## config.mk

```make
export PLATFORM = sky130hd
export DESIGN_NAME = instruction_fetch_flat
export DESIGN_NICKNAME = d
export VERILOG_FILES = /design/src/rtl/instruction_fetch_if.sv /design/src/rtl/instruction_fetch.sv /design/src/flat_wrapper.sv
export SDC_FILE = /design/constraint.sdc
export NUM_CORES = 1
export LEC_CHECK = 0
export ABC_AREA = 1
export BUFFER_PORTS_ARGS = -buffer_cell sky130_fd_sc_hd__clkbuf_2
export CORE_UTILIZATION = 49
export CTS_CLUSTER_SIZE = 12
export DETAILED_ROUTE_END_ITERATION = 8
export GPL_ROUTABILITY_DRIVEN = 1
export PLACE_DENSITY = 0.84
export RECOVER_POWER = 100
export SETUP_SLACK_MARGIN = 0.02
export SYNTH_ARGS = -nofsm -noshare
export SYNTH_HDL_FRONTEND = slang
export SYNTH_SLANG_ARGS = --single-unit
```

## constraint.sdc

```tcl
create_clock -name clk -period 1.9 [get_ports clk]
set_input_delay 0.38 -clock clk [delete_from_list [all_inputs] [get_ports clk]]
set_output_delay 0.38 -clock clk [all_outputs]
set_load 0.005 [all_outputs]
```

## src/rtl/instruction_fetch_if.sv

```systemverilog
// Fetch-stage bus: instruction memory req/ack, decoder valid/ready and
// control-unit redirect/halt signals, seen from the fetch stage (master).
interface instruction_fetch_if #(
    parameter int ADDR_W = 8
);
    logic              mem_req;
    logic [ADDR_W-1:0] mem_addr;
    logic              mem_ack;
    logic [15:0]       mem_rdata;
    logic [15:0]       instruction;
    logic [ADDR_W-1:0] instr_pc;
    logic              instr_valid;
    logic              instr_ready;
    logic              jump_en;
    logic [ADDR_W-1:0] jump_target;
    logic              halt;
    logic              halted;

    modport master (
        output mem_req, mem_addr, instruction, instr_pc, instr_valid, halted,
        input  mem_ack, mem_rdata, instr_ready, jump_en, jump_target, halt
    );

    modport slave (
        input  mem_req, mem_addr, instruction, instr_pc, instr_valid, halted,
        output mem_ack, mem_rdata, instr_ready, jump_en, jump_target, halt
    );
endinterface

```

## src/rtl/instruction_fetch.sv

```systemverilog
// VR16 instruction fetch stage: owns the PC, fetches words over req/ack and
// buffers {word, pc} pairs in a small FIFO ahead of the decoder.
module instruction_fetch #(
    parameter int ADDR_W = 8,
    parameter int DEPTH  = 2
) (
    input  logic                clk,
    input  logic                reset,
    instruction_fetch_if.master bus
);
    localparam int PW = (DEPTH > 1) ? $clog2(DEPTH) : 1;
    localparam int CW = $clog2(DEPTH) + 1;
    localparam logic [CW-1:0] FULL = CW'(DEPTH);

    typedef enum logic [1:0] {
        REDIRECT,
        FETCH,
        HALTED
    } state_t;

    state_t            state;
    logic [ADDR_W-1:0] pc;
    logic [CW-1:0]     count;
    logic [PW-1:0]     rd_ptr;
    logic [PW-1:0]     wr_ptr;
    logic [15:0]       buf_data [DEPTH];
    logic [ADDR_W-1:0] buf_pc   [DEPTH];

    logic push;
    logic pop;

    // Request is a pure decode of registered state, so instr_ready never reaches it.
    assign bus.mem_req     = (state == FETCH) && (count < FULL);
    assign bus.mem_addr    = pc;
    assign bus.instr_valid = (count != '0);
    assign bus.instruction = buf_data[rd_ptr];
    assign bus.instr_pc    = buf_pc[rd_ptr];
    assign bus.halted      = (state == HALTED);

    assign push = bus.mem_req && bus.mem_ack;
    assign pop  = bus.instr_valid && bus.instr_ready;

    always_ff @(posedge clk or posedge reset) begin
        if (reset) begin
            state  <= REDIRECT;
            pc     <= '0;
            count  <= '0;
            rd_ptr <= '0;
            wr_ptr <= '0;
            for (int i = 0; i < DEPTH; i++) begin
                buf_data[i] <= '0;
                buf_pc[i]   <= '0;
            end
        end else if (state != HALTED) begin
            // Halt beats jump; both flush the buffer and drop any concurrent ack.
            if (bus.halt) begin
                state  <= HALTED;
                count  <= '0;
                rd_ptr <= '0;
                wr_ptr <= '0;
            end else if (bus.jump_en) begin
                state  <= REDIRECT;
                pc     <= bus.jump_target;
                count  <= '0;
                rd_ptr <= '0;
                wr_ptr <= '0;
            end else if (state == REDIRECT) begin
                state <= FETCH;
            end else begin
                if (push) begin
                    buf_data[wr_ptr] <= bus.mem_rdata;
                    buf_pc[wr_ptr]   <= pc;
                    wr_ptr           <= wr_ptr + PW'(1);
                    pc               <= pc + ADDR_W'(1);
                end
                if (pop) begin
                    rd_ptr <= rd_ptr + PW'(1);
                end
                if (push && !pop) begin
                    count <= count + CW'(1);
                end else if (!push && pop) begin
                    count <= count - CW'(1);
                end
            end
        end
    end
endmodule

```

## src/flat_wrapper.sv

```systemverilog
// flat-port wrapper written by rule: the top's interface ports become plain ports
module instruction_fetch_flat 
#(
    parameter int ADDR_W = 8,
    parameter int DEPTH  = 2
)
  (clk, reset, bus_mem_req, bus_mem_addr, bus_instruction, bus_instr_pc, bus_instr_valid, bus_halted, bus_mem_ack, bus_mem_rdata, bus_instr_ready, bus_jump_en, bus_jump_target, bus_halt);
  instruction_fetch_if #(.ADDR_W(ADDR_W)) bus_i ();
  input  logic clk;
  input  logic reset;
  output wire logic [$bits(bus_i.mem_req)-1:0] bus_mem_req;
  output wire logic [$bits(bus_i.mem_addr)-1:0] bus_mem_addr;
  output wire logic [$bits(bus_i.instruction)-1:0] bus_instruction;
  output wire logic [$bits(bus_i.instr_pc)-1:0] bus_instr_pc;
  output wire logic [$bits(bus_i.instr_valid)-1:0] bus_instr_valid;
  output wire logic [$bits(bus_i.halted)-1:0] bus_halted;
  input wire logic [$bits(bus_i.mem_ack)-1:0] bus_mem_ack;
  input wire logic [$bits(bus_i.mem_rdata)-1:0] bus_mem_rdata;
  input wire logic [$bits(bus_i.instr_ready)-1:0] bus_instr_ready;
  input wire logic [$bits(bus_i.jump_en)-1:0] bus_jump_en;
  input wire logic [$bits(bus_i.jump_target)-1:0] bus_jump_target;
  input wire logic [$bits(bus_i.halt)-1:0] bus_halt;
  assign bus_mem_req = bus_i.mem_req;
  assign bus_mem_addr = bus_i.mem_addr;
  assign bus_instruction = bus_i.instruction;
  assign bus_instr_pc = bus_i.instr_pc;
  assign bus_instr_valid = bus_i.instr_valid;
  assign bus_halted = bus_i.halted;
  assign bus_i.mem_ack = bus_mem_ack;
  assign bus_i.mem_rdata = bus_mem_rdata;
  assign bus_i.instr_ready = bus_instr_ready;
  assign bus_i.jump_en = bus_jump_en;
  assign bus_i.jump_target = bus_jump_target;
  assign bus_i.halt = bus_halt;
  instruction_fetch #(.ADDR_W(ADDR_W), .DEPTH(DEPTH)) u_core (.clk(clk), .reset(reset), .bus(bus_i));
endmodule
```

Word level (Yosys, flattened, before mapping)
Cells that the tools add are included.
{"block": "word_totals", "ff_bits": 62, "latchBits": 0, "ramBits": 0, "romBits": 0, "input_bits": 30, "word_cells": 80, "n_memories": 0}
{"block": "op_classes", "addsub": 5, "mul": 0, "n_div": 0, "order_cmp": 4, "n_eq_ne": 5, "shifts": 0, "muxes": 31, "bitwise_logic": 5, "reduce_logical": 21}
{"cell": "$mux W16", "n": 4}
{"cell": "$mux W8", "n": 7}
{"cell": "$bwmux W32", "n": 1}
{"cell": "$bwmux W16", "n": 1}
{"cell": "$demux W16 S1", "n": 1}
{"cell": "$mux W2", "n": 8}
{"cell": "$reduce_and A3 Y1", "n": 3}
{"cell": "$reduce_bool A3 Y1", "n": 3}
{"cell": "$add A8 B1 Y8 const B", "n": 1}
{"cell": "$demux W8 S1", "n": 1}
{"cell": "$mux W1", "n": 8}
{"cell": "$logic_and A1 B1 Y1", "n": 6}
{"cell": "$reduce_and A5 Y1", "n": 1}
{"cell": "$ge A2 B2 Y1 const B", "n": 2}
{"cell": "$ne A2 B2 Y1 const B", "n": 2}
{"cell": "$not A1 Y2", "n": 2}
{"cell": "$reduce_and A4 Y1", "n": 1}
{"cell": "$reduce_bool A2 Y1", "n": 2}
{"cell": "$reduce_bool A4 Y1", "n": 1}
{"cell": "$ne A3 B3 Y1 const B", "n": 1}
{"cell": "$not A1 Y1", "n": 3}
{"cell": "$add A1 B1 Y1 const B", "n": 2}
{"cell": "$add A2 B1 Y2 const B", "n": 1}
{"cell": "$eq A2 B1 Y1 const B", "n": 1}
{"cell": "7 further kinds", "n": 8}

Longest topological paths before layout
{"block": "depth", "depth_word": 10, "ltp_mapped": 8, "depth_no_buf": 8}

Least setup slack after synthesis
Ideal clock, no wire load.
{"block": "synth_path", "path_kind": "reg-to-output", "start": "reg u_core.rd_ptr", "end": "out bus_instr_pc[0]", "arrival_time_ps": 1017, "setup_slack_ps": 503, "path_stages_with_launch": 6, "n_path_buf": 2, "path_cell_list": "dfrtp_1 clkbuf_1 inv_2 clkbuf_1 nand2_1 nand2_1"}
{"block": "synth_between", "elab_chain_cells": 4}
{"item": "from (decl)", "line_no": "instruction_fetch.sv:24", "source": "logic [PW-1:0] rd_ptr;"}
{"item": "from (signal assigned)", "line_no": "instruction_fetch.sv:77", "source": "rd_ptr <= rd_ptr + PW'(1);"}
{"item": "$not A1 Y2 (implied by the code)", "line_no": "instruction_fetch.sv:37", "source": "assign bus.instr_pc = buf_pc[rd_ptr];"}
{"item": "$mux W8 (implied by the code) (3 in a row)", "line_no": "instruction_fetch.sv:37"}
{"item": "to (decl)", "line_no": "flat_wrapper.sv:14", "source": "output wire logic [$bits(bus_i.instr_pc)-1:0] bus_instr_pc;"}
No other way between the ends. The select of a mux whose other input is x is not followed.

Worst setup path in the final report
{"block": "layout_path", "start": "reg u_core.rd_ptr", "end": "out bus_instruction[5]"}
{"block": "layout_between", "elab_chain_cells": 4}
{"item": "$not A1 Y2 (implied by the code)", "line_no": "instruction_fetch.sv:36", "source": "assign bus.instruction = buf_data[rd_ptr];"}
{"item": "$mux W16 (implied by the code) (3 in a row)", "line_no": "instruction_fetch.sv:36"}
{"item": "to (decl)", "line_no": "flat_wrapper.sv:13", "source": "output wire logic [$bits(bus_i.instruction)-1:0] bus_instruction;"}
No other way between the ends. The select of a mux whose other input is x is not followed.

==> results.sh <==
export IMPL_cts_sinks=62
export IMPL_final_antenna_net_count=0
export IMPL_worstMarginPinSlew_ns=1.48
export IMPL_synth_top_area_cell="dfrtp_1"
export IMPL_hp_start="bus_mem_rdata[3]"
export IMPL_dp_hpwl_um=4090
export IMPL_criticalPathCategory="register to output pin"
export IMPL_rows=28
export IMPL_maxSlewHeadroom_pct=1.07
export IMPL_path_buf_inv=2
export IMPL_cts_tree="built"
export IMPL_cts_resized_gates=0
export IMPL_place_area_mm2=0.00335
export IMPL_antenna_found_initial=0
export IMPL_status="finished, violations left"
export IMPL_cp_slowest_stage_delay_ns=0.38
export IMPL_crit_family="buffers and inverters"
export IMPL_seqPwrFrac_pct=52.2
export IMPL_drt_iter0_markers=170
export IMPL_cts_buffer_depth=2
export IMPL_grt_max_degree=63
export IMPL_r2r_cells=7
export IMPL_clkPwrFrac_pct=37.4
export IMPL_cp_max_fo=25
export IMPL_htree_levels=3
export IMPL_hp_class="input port to register"
export IMPL_synth_area_mm2=0.00299
export IMPL_fin_tns_setup_ns=0
export IMPL_root_buffer="clkbuf_8"
export IMPL_fin_crit_ns=1.79
export IMPL_die_w_um=80.1
export IMPL_drt_wl_total_um=6260
export IMPL_p_int_mw=1.95
export IMPL_start_kind="register"
export IMPL_hold_viol_final=0
export IMPL_synthToLayoutAreaGrowth_pct=14.6
export IMPL_nNetsFinal=473
export IMPL_syn_avg_cell_area_um2=7.88
export IMPL_seq_area_mm2=0.00155
export IMPL_p_switching_uw=729
export IMPL_drv_slew=0
export IMPL_hold_depth=3
export IMPL_setup_violations=0
export IMPL_synthDistinctLibCells=23
export IMPL_synthCells=379
export IMPL_clk_latency_ns=0.34
export IMPL_r2r_slack_ns=0.21
export IMPL_rsz0062_at_grt="no"
export IMPL_synth_seq_cells=62
export IMPL_violations="capacitance limit"
export IMPL_finalCritPeriodShare_pct=94.4
export IMPL_synth_seq_area_share_pct=52.0
export IMPL_die_y_um=80.1
export IMPL_grt_pass1_wl_um=10300
export IMPL_p_leak_nw=1.85
export IMPL_synth_area_top_cells="dfrtp_1, nand2_1, o21ai_1"
export IMPL_gp_congestion=0.851
export IMPL_fill_cells=588
export IMPL_firstDrtPassIters=4
export IMPL_drive_gt1_share_pct=16.1
export IMPL_grt_pass1_vias=2391
export IMPL_synth_top_cell_area_share_pct=52.0
export IMPL_multi_input_area_mm2=0.00113
export IMPL_crit_path_cell_trace="inv_2 > nand2_1 > nand2_1 > clkbuf_1"
export IMPL_endpoint_kind="output pin"
export IMPL_grt_ovfl_total=0
export IMPL_holdBufCountCts=0
export IMPL_hold_path_endpoint="u_core.buf_data[19]"
export IMPL_crit_cells=4
export IMPL_sw_frac_of_total_pct=27.2
export IMPL_numCtsBuffers=9
export IMPL_routedWlPerCell_um=12.0
export IMPL_synth_warnings=0
export IMPL_fin_worst_skew_ns=0.00580
export IMPL_cts_setup_buffers=0
export IMPL_coreArea_mm2=0.00589
export IMPL_clk_pin_slew_ns=0.07
export IMPL_dieArea_mm2=0.00641
export IMPL_timing_rr_start="u_core.count[1]"
export IMPL_critPathSlowestCell="dfrtp_1"
export IMPL_worst_path_most_repeated_cell="nand2_1"
export IMPL_io_buffer_count=64
export IMPL_initial_core_util_pct=50.7
export IMPL_diodes=0
export IMPL_fin_area_mm2=0.00342
export IMPL_drc=0
export IMPL_grt_use_total_pct=21.3
export IMPL_required_ns=1.52
export IMPL_syn_num_nets=411
export IMPL_via_per_inst=4.91
export IMPL_power_density_mw_per_mm2=782
export IMPL_ir_worst_vdd_uv=457
export IMPL_fmax_mhz=558
export IMPL_num_vias=2558
export IMPL_r2r_end="u_core.buf_data[30]"
export IMPL_maxCapViolations=1
export IMPL_io_pin_count=65
export IMPL_arrival_ns=1.41
export IMPL_power_frac_comb_pct=10.4
cells by family (layout without fill, tap and decap cells):
logic type      Yosys count  count (layout)  synth area share, %
compound gates           66              66                 12.3
xor+xnor                  2               2                0.587
fa+ha+maj                 2               2                0.838
buf+inv                  57             124                 8.51
flops                    62              62                 52.0
simple gates            190             190                 25.8
cells in the mapped netlist (all sizes together):
cell type,count
nor2,10
inv,39
a21oi,3
nand3,15
dfrtp,62
o21bai,1
o21ai,62
buf,10
nand4,3
clkbuf,8
xnor2,2
nand2,161
ha,2
or2,1
power by group through the flow:
| stage | registers [mW] | clock network [mW] | logic [mW] |
|---|---|---|---|
| global placement | 1.42 | 0 | 0.287 |
| global route | 1.40 | 1.08 | 0.322 |
| CTS | 1.40 | 1.02 | 0.297 |
| finish | 1.40 | 1.00 | 0.279 |
| floorplan | 1.41 | 0 | 0.184 |
| detailed placement | 1.42 | 0 | 0.294 |
worst min-delay path: stages:
cell and delay [ns]:
clkbuf_2 0.08, inv_1 0.06, o21ai_1 0.06
cells in the final DEF, fill, tap and decap left out, drive strengths merged:
| master | count |
|---|---|
| ha | 2 |
| or2 | 1 |
| clkbuf | 79 |
| o21ai | 62 |
| nor2 | 10 |
| a21oi | 3 |
| clkinv | 5 |
| buf | 1 |
| nand2 | 161 |
| clkinvlp | 1 |
| xnor2 | 2 |
| o21bai | 1 |
| inv | 38 |
| nand4 | 3 |
| dfrtp | 62 |
| nand3 | 15 |
through the flow:
step | std cells | setup WS, ns | utilization, % | power [mW] | hold slack [ns]
after global routing | 521 | 0.0370 | 58.1 | 2.81 | 0.279
after floorplan | 379 | 0.503 | - | 1.60 | 0.455
after CTS | 521 | 0.104 | 59.7 | 2.71 | 0.110
after global placement | 505 | 0.418 | 56.8 | 1.70 | 0.464
final | 521 | 0.106 | 58.1 | 2.68 | 0.276
after detailed placement | 505 | 0.377 | 56.8 | 1.71 | 0.469
sequential cells by signal, summed over array words and instances (netlist names):
name	cells
u_core.wr_ptr	1
u_core.buf_pc	16
u_core.bus.mem_addr	8
u_core.count	2
u_core.state	2
u_core.buf_data	32
u_core.rd_ptr	1
per-layer routing:
metal,vias to the layer above,share of wire [%],track usage [%]
li1,1309,-,-
met1,1167,46,26.5
met2,74,47,35.2
met3,8,5.3,5.23
met4,0,1.6,9.29
met5,-,0,0
how the worst max path moves through the flow:
stage                  start             endpoint  slack [ns]
2_1_floorplan  u_core.rd_ptr      bus_instr_pc[0]        0.50
3_3_place_gp     bus_jump_en   u_core.buf_data[9]        0.42
3_5_place_dp     bus_jump_en  u_core.buf_data[23]        0.38
4_1_cts        u_core.rd_ptr   bus_instruction[5]        0.10
5_1_grt        u_core.rd_ptr   bus_instruction[5]        0.04
6_report       u_core.rd_ptr   bus_instruction[5]        0.11
layout make-up:
class	count	share of cell area, %
Tap cell	75	2.74
Timing Repair Buffer	69	9.62
Clock buffer	11	4.13
Clock inverter	5	0.732
Multi-Input combinational cell	260	33.0
Sequential cell	62	45.4
Inverter	39	4.39
Power figures use the tool's default switching activity.
